$ cat src/rtl/gpioemu_pkg.sv
// Shared definitions for the gpioemu host: register offsets, status bits,
// host sequencer states and bus access phases.
package gpioemu_pkg;

    localparam logic [15:0] OFS_A1   = 16'h0000;
    localparam logic [15:0] OFS_A2   = 16'h0008;
    localparam logic [15:0] OFS_W    = 16'h0010;
    localparam logic [15:0] OFS_L    = 16'h0018;
    localparam logic [15:0] OFS_CTRL = 16'h0020;

    localparam int STATUS_DONE_BIT = 1;

    typedef enum logic [3:0] {
        ST_IDLE,
        ST_WR_A1,
        ST_WR_A2,
        ST_WR_START,
        ST_POLL,
        ST_GAP,
        ST_RD_W,
        ST_RD_L,
        ST_RESP
    } host_state_e;

    typedef enum logic [1:0] {
        PH_IDLE,
        PH_SETUP,
        PH_STROBE,
        PH_HOLD
    } bus_phase_e;

    // States that own a bus access while they are active.
    function automatic logic is_access_state(host_state_e s);
        logic r;
        case (s)
            ST_WR_A1, ST_WR_A2, ST_WR_START,
            ST_POLL, ST_RD_W, ST_RD_L: r = 1'b1;
            default:                   r = 1'b0;
        endcase
        return r;
    endfunction

endpackage

$ cat src/rtl/gpioemu_bus_access.sv
// One three-cycle register access (SETUP, STROBE, HOLD) toward the gpioemu
// peripheral. A start seen during HOLD chains the next access with no gap.
module gpioemu_bus_access
    import gpioemu_pkg::*;
(
    input  logic        clk,
    input  logic        n_reset,
    input  logic        start,
    input  logic        rd,
    input  logic [15:0] addr,
    input  logic [31:0] wdata,
    output logic [15:0] saddress,
    output logic        srd,
    output logic        swr,
    output logic [31:0] sdata_out,
    input  logic [31:0] sdata_in,
    output logic [31:0] rdata,
    output logic        done,
    output bus_phase_e  phase
);

    bus_phase_e phase_q;
    bus_phase_e phase_d;
    logic       rd_q;
    logic       load;

    always_comb begin
        phase_d = phase_q;
        case (phase_q)
            PH_IDLE:   if (start) phase_d = PH_SETUP;
            PH_SETUP:  phase_d = PH_STROBE;
            PH_STROBE: phase_d = PH_HOLD;
            PH_HOLD:   phase_d = start ? PH_SETUP : PH_IDLE;
            default:   phase_d = PH_IDLE;
        endcase
    end

    assign load  = start && ((phase_q == PH_IDLE) || (phase_q == PH_HOLD));
    assign done  = (phase_q == PH_HOLD);
    assign rdata = sdata_in;
    assign phase = phase_q;

    // Strobes are registered so they are glitch-free and drop on reset.
    always_ff @(posedge clk or negedge n_reset) begin
        if (!n_reset) begin
            phase_q   <= PH_IDLE;
            rd_q      <= 1'b0;
            saddress  <= 16'h0000;
            sdata_out <= 32'h0000_0000;
            srd       <= 1'b0;
            swr       <= 1'b0;
        end else begin
            phase_q <= phase_d;
            if (load) begin
                saddress <= addr;
                rd_q     <= rd;
                if (!rd) sdata_out <= wdata;
            end
            srd <= (phase_q == PH_SETUP) && rd_q;
            swr <= (phase_q == PH_SETUP) && !rd_q;
        end
    end

endmodule

$ cat src/rtl/gpioemu_host.sv
// Bus initiator that runs a complete gpioemu multiply job: write operands,
// start, poll status, read W and L, and hand the result back on a response port.
module gpioemu_host
    import gpioemu_pkg::*;
#(
    parameter logic [15:0] BASE_ADDR = 16'h0380,
    parameter int          POLL_MAX  = 255,
    parameter int          POLL_GAP  = 2
) (
    input  logic        clk,
    input  logic        n_reset,
    input  logic        cmd_valid,
    output logic        cmd_ready,
    input  logic [23:0] cmd_a1,
    input  logic [23:0] cmd_a2,
    output logic        rsp_valid,
    input  logic        rsp_ready,
    output logic [31:0] rsp_w,
    output logic [23:0] rsp_l,
    output logic        rsp_timeout,
    output logic [15:0] saddress,
    output logic        srd,
    output logic        swr,
    output logic [31:0] sdata_out,
    input  logic [31:0] sdata_in,
    output logic        busy,
    output logic [15:0] job_count
);

    // Handshakes: a transfer happens on a rising edge where valid and ready are
    // both high; valid, once raised, holds its payload until that edge.

    host_state_e state_q;
    host_state_e state_d;
    logic [23:0] a1_q;
    logic [23:0] a2_q;
    logic [15:0] poll_cnt_q;
    logic [3:0]  gap_cnt_q;

    logic        bus_start;
    logic        bus_rd;
    logic [15:0] bus_ofs;
    logic [15:0] bus_addr;
    logic [31:0] bus_wdata;
    logic [31:0] bus_rdata;
    logic        bus_done;
    bus_phase_e  bus_phase;

    logic        poll_done;
    logic        poll_last;
    logic        gap_last;
    logic        cmd_fire;
    logic        poll_end;

    assign poll_done = bus_rdata[STATUS_DONE_BIT];
    assign poll_last = (poll_cnt_q + 16'd1) == 16'(POLL_MAX);
    assign gap_last  = (gap_cnt_q == 4'(POLL_GAP - 1));
    assign cmd_fire  = cmd_valid && (state_q == ST_IDLE);
    assign poll_end  = (state_q == ST_POLL) && bus_done;
    assign cmd_ready = (state_q == ST_IDLE);
    assign busy      = (state_q != ST_IDLE);

    always_comb begin
        state_d = state_q;
        case (state_q)
            ST_IDLE:     if (cmd_valid) state_d = ST_WR_A1;
            ST_WR_A1:    if (bus_done) state_d = ST_WR_A2;
            ST_WR_A2:    if (bus_done) state_d = ST_WR_START;
            ST_WR_START: if (bus_done) state_d = ST_POLL;
            ST_POLL: begin
                if (bus_done) begin
                    if (poll_done)          state_d = ST_RD_W;
                    else if (poll_last)     state_d = ST_RESP;
                    else if (POLL_GAP == 0) state_d = ST_POLL;
                    else                    state_d = ST_GAP;
                end
            end
            ST_GAP:      if (gap_last) state_d = ST_POLL;
            ST_RD_W:     if (bus_done) state_d = ST_RD_L;
            ST_RD_L:     if (bus_done) state_d = ST_RESP;
            ST_RESP:     if (rsp_ready) state_d = ST_IDLE;
            default:     state_d = ST_IDLE;
        endcase
    end

    // The access for the state being entered is launched one cycle early so
    // consecutive accesses run back to back; WR_A1 launches on its first cycle.
    always_comb begin
        bus_start = is_access_state(state_d) &&
                    (bus_done || (state_q == ST_GAP) ||
                     ((state_q == ST_WR_A1) && (bus_phase == PH_IDLE)));
        bus_rd    = 1'b1;
        bus_ofs   = OFS_CTRL;
        bus_wdata = 32'h0000_0000;
        case (state_d)
            ST_WR_A1: begin
                bus_rd    = 1'b0;
                bus_ofs   = OFS_A1;
                bus_wdata = {8'h00, a1_q};
            end
            ST_WR_A2: begin
                bus_rd    = 1'b0;
                bus_ofs   = OFS_A2;
                bus_wdata = {8'h00, a2_q};
            end
            ST_WR_START: begin
                bus_rd    = 1'b0;
                bus_ofs   = OFS_CTRL;
                bus_wdata = 32'h0000_0001;
            end
            ST_RD_W: bus_ofs = OFS_W;
            ST_RD_L: bus_ofs = OFS_L;
            default: bus_ofs = OFS_CTRL;
        endcase
        bus_addr = BASE_ADDR + bus_ofs;
    end

    gpioemu_bus_access u_bus (
        .clk       (clk),
        .n_reset   (n_reset),
        .start     (bus_start),
        .rd        (bus_rd),
        .addr      (bus_addr),
        .wdata     (bus_wdata),
        .saddress  (saddress),
        .srd       (srd),
        .swr       (swr),
        .sdata_out (sdata_out),
        .sdata_in  (sdata_in),
        .rdata     (bus_rdata),
        .done      (bus_done),
        .phase     (bus_phase)
    );

    always_ff @(posedge clk or negedge n_reset) begin
        if (!n_reset) begin
            state_q     <= ST_IDLE;
            a1_q        <= 24'h000000;
            a2_q        <= 24'h000000;
            poll_cnt_q  <= 16'h0000;
            gap_cnt_q   <= 4'h0;
            rsp_valid   <= 1'b0;
            rsp_w       <= 32'h0000_0000;
            rsp_l       <= 24'h000000;
            rsp_timeout <= 1'b0;
            job_count   <= 16'h0000;
        end else begin
            state_q <= state_d;
            if (cmd_fire) begin
                a1_q        <= cmd_a1;
                a2_q        <= cmd_a2;
                rsp_timeout <= 1'b0;
            end
            if ((state_q == ST_WR_START) && bus_done) poll_cnt_q <= 16'h0000;
            else if (poll_end)                        poll_cnt_q <= poll_cnt_q + 16'd1;
            if (poll_end)                gap_cnt_q <= 4'h0;
            else if (state_q == ST_GAP)  gap_cnt_q <= gap_cnt_q + 4'h1;
            // Status never reported done: answer with a zeroed result.
            if (poll_end && !poll_done && poll_last) begin
                rsp_timeout <= 1'b1;
                rsp_w       <= 32'h0000_0000;
                rsp_l       <= 24'h000000;
                rsp_valid   <= 1'b1;
            end
            if ((state_q == ST_RD_W) && bus_done) rsp_w <= bus_rdata;
            if ((state_q == ST_RD_L) && bus_done) begin
                rsp_l     <= bus_rdata[23:0];
                rsp_valid <= 1'b1;
            end
            if ((state_q == ST_RESP) && rsp_ready) begin
                rsp_valid <= 1'b0;
                job_count <= job_count + 16'd1;
            end
        end
    end

endmodule

$ cat config.mk
export PLATFORM = sky130hd
export DESIGN_NAME = gpioemu_host
export DESIGN_NICKNAME = d
export VERILOG_FILES = /design/src/rtl/gpioemu_pkg.sv /design/src/rtl/gpioemu_bus_access.sv /design/src/rtl/gpioemu_host.sv
export SDC_FILE = /design/constraint.sdc
export NUM_CORES = 1
export LEC_CHECK = 0
export CORE_ASPECT_RATIO = 1.4
export CORE_UTILIZATION = 34
export CTS_BUF_LIST = sky130_fd_sc_hd__clkbuf_4 sky130_fd_sc_hd__clkbuf_8 sky130_fd_sc_hd__clkbuf_16
export DETAILED_ROUTE_END_ITERATION = 12
export PLACE_DENSITY = 0.72
export SKIP_LAST_GASP = 1
export SYNTH_ARGS = -nofsm -noshare
export SYNTH_HDL_FRONTEND = slang
export SYNTH_SLANG_ARGS = --single-unit
export TNS_END_PERCENT = 20
$ cat constraint.sdc
create_clock -name clk -period 2.5 [get_ports clk]
set_clock_uncertainty 0.05 [all_clocks]
set_input_delay 0.375 -clock clk [delete_from_list [all_inputs] [get_ports clk]]
set_output_delay 0.375 -clock clk [all_outputs]
set_load 0.01 [all_outputs]
; ---- Yosys cells after proc, flatten, opt, wreduce, memory -nomap -nowiden
; Index checks and enable logic that the tools add are counted.
[totals]
regBits = 199
latchBits = 0
ram_bits = 0
rom_bits = 0
in_bits = 84
output_inout_bits = 126
n_memories = 0
[classes]
n_addsub = 4
mul = 0
div_mod_pow = 0
n_lt_le_gt_ge = 0
eq_ne = 20
shifts = 0
mux = 32
n_bitwise = 0
reduce_logical = 30
[op_table]
columns = operator, n
row1 = $pmux W24 S3, 1
row2 = $mux W32, 2
row3 = $mux W4, 13
row4 = $mux W24, 2
row5 = $pmux W4 S9, 1
row6 = $add A16 B1 Y16 const B, 2
row7 = $mux W16, 2
row8 = $eq A4 B3 Y1 const B, 7
row9 = $pmux W6 S4, 1
row10 = $add A10 B16 Y16 const A, 1
row11 = $eq A16 B8 Y1 const B, 1
row12 = $eq A4 B2 Y1 const B, 4
row13 = $logic_and A1 B1 Y1, 13
row14 = $eq A4 B1 Y1 const B, 3
row15 = $reduce_bool A2 Y1, 5
row16 = $mux W1, 8
row17 = $pmux W2 S4, 1
row18 = $reduce_or A6 Y1, 1
row19 = $add A4 B1 Y4 const B, 1
row20 = $eq A2 B2 Y1 const B, 2
row21 = $eq A4 B4 Y1 const B, 1
row22 = $logic_not A4 Y1, 1
row23 = $reduce_bool A4 Y1, 1
row24 = $logic_or A1 B1 Y1, 3
row25 = other kinds (8), 9

; ---- Depth between registers and ports, before layout
; Gate-level depths: netlist (run 1).
[depth]
word_depth = 12
mapped_depth = 11

; ---- Modules after synthesis
; A second synthesis (run 1) with hierarchy kept.
[unflattened]
cells_unflattened = 843
area_unflattened_um2 = 9100.0
[by_module_without_submodules]
columns = module, instances, cells_each, area_per_inst_um2, seq_area_each_um2
row1 = gpioemu_host, 1, 687, 6781.5, 3653.5
row2 = gpioemu_bus_access, 1, 156, 2318.5, 1326.3

; ---- Worst setup path after synthesis (run 1)
; No wires, ideal clock.
[synth_timing]
kind = reg-to-reg
start = reg u_bus.phase_q[0] (netlist: u_bus.phase[0])
end = reg u_bus.sdata_out[5]
setup_ns = 0.125
arrival_ns = 2.456
setup_slack_ns = -0.131
path_stages_with_launch = 10
path_buffers = 1
path_cell_list = dfrtp_1 > ha_1 > buf_2 > mux2_2 > o211ai_1 > a21bo_2 > o211ai_1 > nand2_1 > nand2_2 > mux2_2
[synth_between]
elab_chain_cells = 9
elab_cells_between_ends = 26
[synth_rtl]
columns = item, line_no
row1 = start: declaration, gpioemu_bus_access.sv:22  ; bus_phase_e phase_q;
row2 = start signal: assignment, gpioemu_bus_access.sv:53  ; phase_q <= phase_d;
row3 = $eq A2 B2 Y1, "gpioemu_bus_access.sv:38, gpioemu_bus_access.sv:39"
row4 = "$mux W4, or another cell as far along", gpioemu_host.sv:80  ; ST_RD_L: if (bus_done) state_d = ST_RESP;
row5 = $pmux W4 S9, gpioemu_host.sv:65  ; case (state_q)
row6 = "$eq A4 B3 Y1, or another cell as far along", gpioemu_pkg.sv:35  ; case (s)
row7 = $reduce_or A6 Y1, gpioemu_pkg.sv:35
row8 = $mux W1, gpioemu_pkg.sv:35
row9 = $logic_and A1 B1 Y1, gpioemu_host.sv:89  ; bus_start = is_access_state(state_d) &&
row10 = $logic_and A1 B1 Y1, gpioemu_bus_access.sv:38  ; assign load = start && ((phase_q == PH_IDLE) || (phase_q == PH_HOLD));
row11 = $reduce_and A2 Y1 (no line), -
row12 = end signal: assignment, gpioemu_bus_access.sv:57  ; if (!rd) sdata_out <= wdata;
row13 = end: declaration, gpioemu_bus_access.sv:15  ; output logic [31:0] sdata_out,
; Parallel ways exist; a longest one is shown, timed or not.
; A chain may end at the register's enable or synchronous reset.

; ---- Worst setup path in the final report (run 1)
[layout_timing]
start = reg state_q[1]
end = out cmd_ready
[layout_between]
elab_chain_cells = 1
[layout_rtl]
columns = item, line_no
row1 = start: declaration, gpioemu_host.sv:33  ; host_state_e state_q;
row2 = start signal: assignment, gpioemu_host.sv:148  ; state_q <= state_d;
row3 = $logic_not A4 Y1, gpioemu_host.sv:60  ; assign cmd_ready = (state_q == ST_IDLE);
row4 = end: declaration, gpioemu_host.sv:13  ; output logic cmd_ready,
; Every way passes these cells.

==> flow_summary.yaml, run 1 <==
place:
  pre_cts_ws_ps: -82.6
  place_inst: 1276
  gp_congestion: 0.878
  port-buffer-count: 191
  hpwl_um: 15100
yosys:
  yosysWarnings: 0
  synth_top_flop_cell: "dfrtp_1"
  synthArstFlopShare_pct: 100
  synth_adder_area_share_pct: 1.36
  synth_area_leader_cell: "dfrtp_1"
  syn-instance-count: 767
  synth_edf_count: 0
  synthSimpleGateAreaFrac_pct: 11.9
  ys_ff_latch: 179
  synth_top_family_by_area: "compound AO/OA/AOI/OAI gates"
  synthXorXnorAreaFrac_pct: 2.32
  seq_area_frac_synth_pct: 53.9
  synth.top_cells.by_area: "dfrtp_1, mux2_2, a22o_1"
  synth_most_common_cell: "dfrtp_1"
  ys_top_cells_by_count: "dfrtp_1, nand2_1, o21ai_0, mux2_2, a22o_1"
  synth_top_area_share_pct: 53.9
  avgSynthCellArea_um2: 10.8
  ys_types: 58
  synthesis.area_um2: 8310
  synth.area.mux_share_pct: 10.2
  synth_compound_area_share_pct: 14.2
global_routing:
  grt_start_max_net_pins: 85
  grt_pass1_wl_um: 34300
  grt_antenna_before_repair: 0
  first_global_vias: 6600
  grtUsageTotal_pct: 17.6
  overflow: 0
worst_setup_path:
  cp-start-kind: "flop"
  reg2regPathDepth: 11
  worstPathRequired_ps: 2080
  r2r_slack_ps: 80
  rr_startpoint: "poll_cnt_q[1]"
  critPathLaunch: "state_q[1]"
  arrival_ps: 2080
  reg2reg_to: "rsp_l[11]"
  crit_path_max_fanout: 7
  crit_path_end_kind: "primary output"
  critPathKind: "flop to primary output"
layout:
  antennaDiodeCount: 0
  register_area_um2: 4480
  synthToLayoutAreaGrowth_pct: 39.4
  multi_input_area_um2: 3480
  nets: 1085
  fillCellCount: 2192
  layout-drive-gt1-share_pct: 18.0
  final_cell_count_no_fill: 1315
power_and_ir_drop:
  intPower_mw: 8.99
  total_leakage_power_nw: 5.18
  p_switching_mw: 4.66
  pwr_density_cell_nw_per_um2: 1180
  total_power_mw: 13.7
  seqPwrFrac_pct: 35.3
  p_sw_share_pct: 34.1
  clkPwrFrac_pct: 19.7
  vdd_drop_max_mv: 0.781
  power_frac_comb_pct: 45.0
routing:
  wl_per_cell_um: 16.5
  route.vias.total: 6572
  ant_nets: 0
  drc_errors: 0
  wl_um: 21700
  viasPerCell: 5.00
  drt_iter0_drc: 391
  drt_first_pass_iters: 6
sta:
  finalSetupViolations: 1
  hold_viol: 0
  timing.final.ws_setup_ps: -8.12
  timing.fmax_mhz: 399
  fin_crit_ps: 2510
  rsz0062_at_grt: "true"
  whs_ps: 405
  maxSlewViolCount: 0
  fin_crit_sh_pct: 100
clocking:
  cts_tree: "built"
  clk_pin_slew_ps: 70
  cts_sinks: 179
  insertion_delay_ps: 430
  htreeDepth: 4
  cts_inserted_buffers: 17
  cts-root-buf: "clkbuf_16"
  clockBufferDepth: 2
die:
  pin_count: 210
  chipHeight_um: 187
  start_util_pct: 34.7
  dieArea_um2: 25100
  core_um2: 24000
  num_rows: 67
  die_w_um: 134
run:
  drv_cap: 0
status:
  violations: "negative setup slack"
  status: "finished with violations"
worst_hold_path:
  hp-class: "primary input to asynchronous set/reset pin"
==> cell families after synthesis <==
kind of cell,Yosys count
flops,179
fa+ha+maj,9
other cells,1
simple gates,200
buf+inv,99
xor+xnor,22
compound gates,179
mux,78
==> worst max-delay path by stage <==
stage / slack [ps] / cells past startpoint / endpoint
detailed placement: -80 / 10 / rsp_valid
global placement: 10 / 8 / u_bus.sdata_out[5]
finish: -8 / 3 / cmd_ready
global route: -80 / 3 / cmd_ready
CTS: -90 / 10 / rsp_l[6]
floorplan: -4 / 9 / u_bus.sdata_out[5]
==> sequential cells by signal, indices dropped and copies added (netlist names), 16 cells and up <==
signal           flops
job_count           16
rsp_w               32
rsp_l               24
a2_q                24
poll_cnt_q          16
a1_q                24
u_bus.sdata_out     24
==> power groups by stage <==
stage                     logic (mW)  clock network (mW)  registers, mW
after floorplan                 3.11                   0           5.01
after global placement          6.01                   0           4.81
after detailed placement        6.18                   0           4.83
after CTS                       6.20                2.76           4.81
after global routing            6.66                2.86           4.96
final                           6.15                2.69           4.82
==> repair_timing <==
| action | CTS | global route |
|---|---|---|
| resized for setup | 1 | 14 |
| pin swaps | 1 | 1 |
| hold endpoints to repair | 48 | 0 |
| setup endpoints to repair | 28 | 89 |
| setup buffers | 0 | 2 |
| hold buffers | 1 | 0 |
| gates cloned | 1 | 3 |
==> critical path, stage by stage, from the launching register on <==
cell and delay, ps:
dfrtp_1 440, or3_1 410, nor2_2 220, clkdlybuf4s50_1 580
==> layout by cell type, fill, tap and decap left out, types with 4 or more instances in the layout <==
cell / n
and3_1: 8
buf_12: 8
nor2_1: 13
a22o_1: 46
mux2i_1: 25
clkbuf_16: 19
ha_1: 7
nand2b_1: 6
nand3_1: 19
nand4_1: 10
a21oi_1: 32
clkinv_4: 4
and2_1: 7
o211ai_1: 6
buf_4: 52
o31ai_1: 5
nor2b_1: 5
o21ai_0: 59
dfrtp_1: 176
nand2_1: 97
clkdlybuf4s50_1: 190
or2_2: 4
xor2_1: 7
xnor2_1: 15
inv_1: 31
mux2_2: 52
nor3_1: 4
a31oi_1: 8
conb_1: 18
==> through the flow <==
| stage | TNS [ps] | area [um2] | utilization [%] |
|---|---|---|---|
| 3_3_place_gp | 0 | 10900 | 45.3 |
| 3_5_place_dp | -2220 | 10900 | 45.3 |
| 6_report | -8.12 | 11600 | 48.3 |
| 4_1_cts | -1160 | 11500 | 47.8 |
| 2_1_floorplan | -16.8 | 8400 | - |
| 5_1_grt | -2460 | 11600 | 48.3 |
==> per-layer routing <==
metal	track usage [%]	up-vias	wire, um
met5	0	-	0
met3	3.33	30	809
met4	6.53	0	467
met1	19.7	3249	8480
met2	32.5	186	11900
li1	-	3107	-
==> final cells by class <==
type                    instances  area share [%]
clock inverters                14            1.33
inverters                      31            1.00
multi-input cells             508            30.0
well taps                     310            3.35
repair buffers                255            21.9
clock buffers                  18            3.74
flip-flops and latches        179            38.7
No activity file was read; power rests on OpenSTA's default activity.
==> inputs of run 2 (changes only) <==
- RECOVER_POWER: unset -> 50
==> run 2 against run 1 <==
  * The run still ends with negative setup slack left
  * Critical endpoint unchanged
  * Highest routed layer unchanged
  * Count of clock-buffer cells in the layout stayed put
  * Critical path type unchanged
  * Combinational power shrank 0.7%
  * Worst setup slack improved by 2.8 ps
  * Non-clock buffer count did not move
  * Register-to-register slack about the same
  * Clock power barely moved
  * Sequential share of layout area grew 0.10 points
==> flow_summary.yaml, run 2 (synthesis gave the netlist of run 1 again) <==
die:
  num_rows: 67
  die_w_um: 134
  start_util_pct: 34.7
  dieArea_um2: 25100
  pin_count: 210
  chipHeight_um: 187
  core_um2: 24000
clocking:
  cts-root-buf: "clkbuf_16"
  cts_tree: "built"
  clk_pin_slew_ps: 60
  cts_sinks: 179
  clockBufferDepth: 2
  cts_inserted_buffers: 17
  insertion_delay_ps: 430
  htreeDepth: 4
worst_setup_path:
  arrival_ps: 2080
  critPathKind: "flop to primary output"
  r2r_slack_ps: 80
  cp-start-kind: "flop"
  crit_slowest_cell: "clkdlybuf4s50_1"
  crit_path_end_kind: "primary output"
  slowest_delay_ps: 580
  crit_path_max_fanout: 7
  worstPathRequired_ps: 2080
  path_cells: "or3_1 > nor2_2 > clkdlybuf4s50_1"
layout:
  layout-drive-gt1-share_pct: 17.9
  top_register: "rsp_w"
  final_cell_mix: "clkdlybuf4s50_1, dfrtp_1, nand2_1, o21ai_0, mux2_2"
  fin_area_um2: 11600
  layout_commonest_cell: "clkdlybuf4s50_1"
  nets: 1085
  synthToLayoutAreaGrowth_pct: 39.0
  largest_register_ffs: 32
  final_cell_count_no_fill: 1315
  antennaDiodeCount: 0
place:
  hpwl_um: 15100
  port-buffer-count: 191
  dpl_cell_area_um2: 10900
  gp_congestion: 0.878
  place_inst: 1276
sta:
  max_slew.worst_pin.slew_ps: 1230
  finalSetupViolations: 1
  hold_viol: 0
  timing.fmax_mhz: 399
  setup_tns_ps: -5.27
  maxSlewHeadroom_pct: 17.7
  maxSlewViolCount: 0
  timing.final.ws_setup_ps: -5.27
  fin_crit_sh_pct: 100
  rsz0062_at_grt: "true"
  fin_crit_ps: 2510
global_routing:
  grt_antenna_before_repair: 0
  grt_pass1_wl_um: 34300
  grt_start_max_net_pins: 85
  grtUsageTotal_pct: 17.6
  busiest_layer: "met2"
  overflow: 0
  met1_usage_pct: 19.7
  use_met3_pct: 3.33
  met2_usage_pct: 32.5
  first_global_vias: 6600
routing:
  drt_first_pass_iters: 4
  ant_nets: 0
  drt_iter0_drc: 400
  wl_um: 21700
  drc_errors: 0
  wl_per_cell_um: 16.5
  viasPerCell: 4.99
  route.vias.total: 6559
status:
  violations: "negative setup slack"
  status: "finished with violations"
power_and_ir_drop:
  vdd_drop_max_mv: 0.782
  pwr_density_cell_nw_per_um2: 1180
  total_leakage_power_nw: 5.17
  total_power_mw: 13.6
run:
  drv_cap: 0
worst_hold_path:
  hp-class: "flop to flop"
run 2: changes by cell type in the layout (fill, tap and decap cells not counted), sizes merged:
cell and delta:
buf -3, clkbuf +3, clkdlybuf4s50 -9, dlygate4sd3 +9
run 2: final timing paths:
check,from,end,cells after the start
hold reg to reg,job_count[15],job_count[15],1
setup / recovery,state_q[1],cmd_ready,3
min in group asynchronous,n_reset,a2_q[19],2
hold / removal,job_count[15],job_count[15],1
max in group asynchronous,n_reset,poll_cnt_q[7],3
setup reg to reg,poll_cnt_q[4],rsp_l[19],10
run 2: timing repair:
| item | 4_1_cts | 5_1_grt |
|---|---|---|
| endpoints found under the hold margin | 48 | 0 |
| hold buffers | 1 | 0 |
| cloned | 1 | 3 |
| setup endpoints to repair | 28 | 89 |
| setup buffers | 0 | 2 |
| pin swaps | 1 | 1 |
| gates resized for setup | 1 | 14 |
run 2: layout make-up:
| class | instances | area, um2 |
|---|---|---|
| well taps | 310 | 388 |
| clock inverters | 14 | 154 |
| multi-input cells | 508 | 3480 |
| fillers | 2195 | 12400 |
| flip-flops and latches | 179 | 4480 |
| inverters | 31 | 116 |
| repair buffers | 255 | 2500 |
| clock buffers | 18 | 433 |
run 2: metal layers:
metal	vias up	part of all wire [%]
met5	-	0
met4	0	2.1
met3	29	3.2
met2	162	55
met1	3264	39
li1	3104	-
run 2: metrics by stage:
| step | hold slack [ps] | setup WS [ps] | utilization, % |
|---|---|---|---|
| floorplan | 29.4 | -4.44 | - |
| global placement | 296 | 9.92 | 45.3 |
| global route | 445 | -82.4 | 48.2 |
| detailed placement | 295 | -82.6 | 45.3 |
| finish | 418 | -5.27 | 48.2 |
| CTS | 403 | -89.2 | 47.8 |
run 2: power breakdown:
group,switching (mW),leakage [nW],internal (mW)
clock network,1.19,0.281,1.49
registers,0.744,2.20,4.07
logic,2.72,2.68,3.39
run 2: critical path, delay by kind of cell (launching register included):
family | cells | cell delay, ps
simple gates | 2 | 620
buf+inv | 1 | 580
flops | 1 | 440
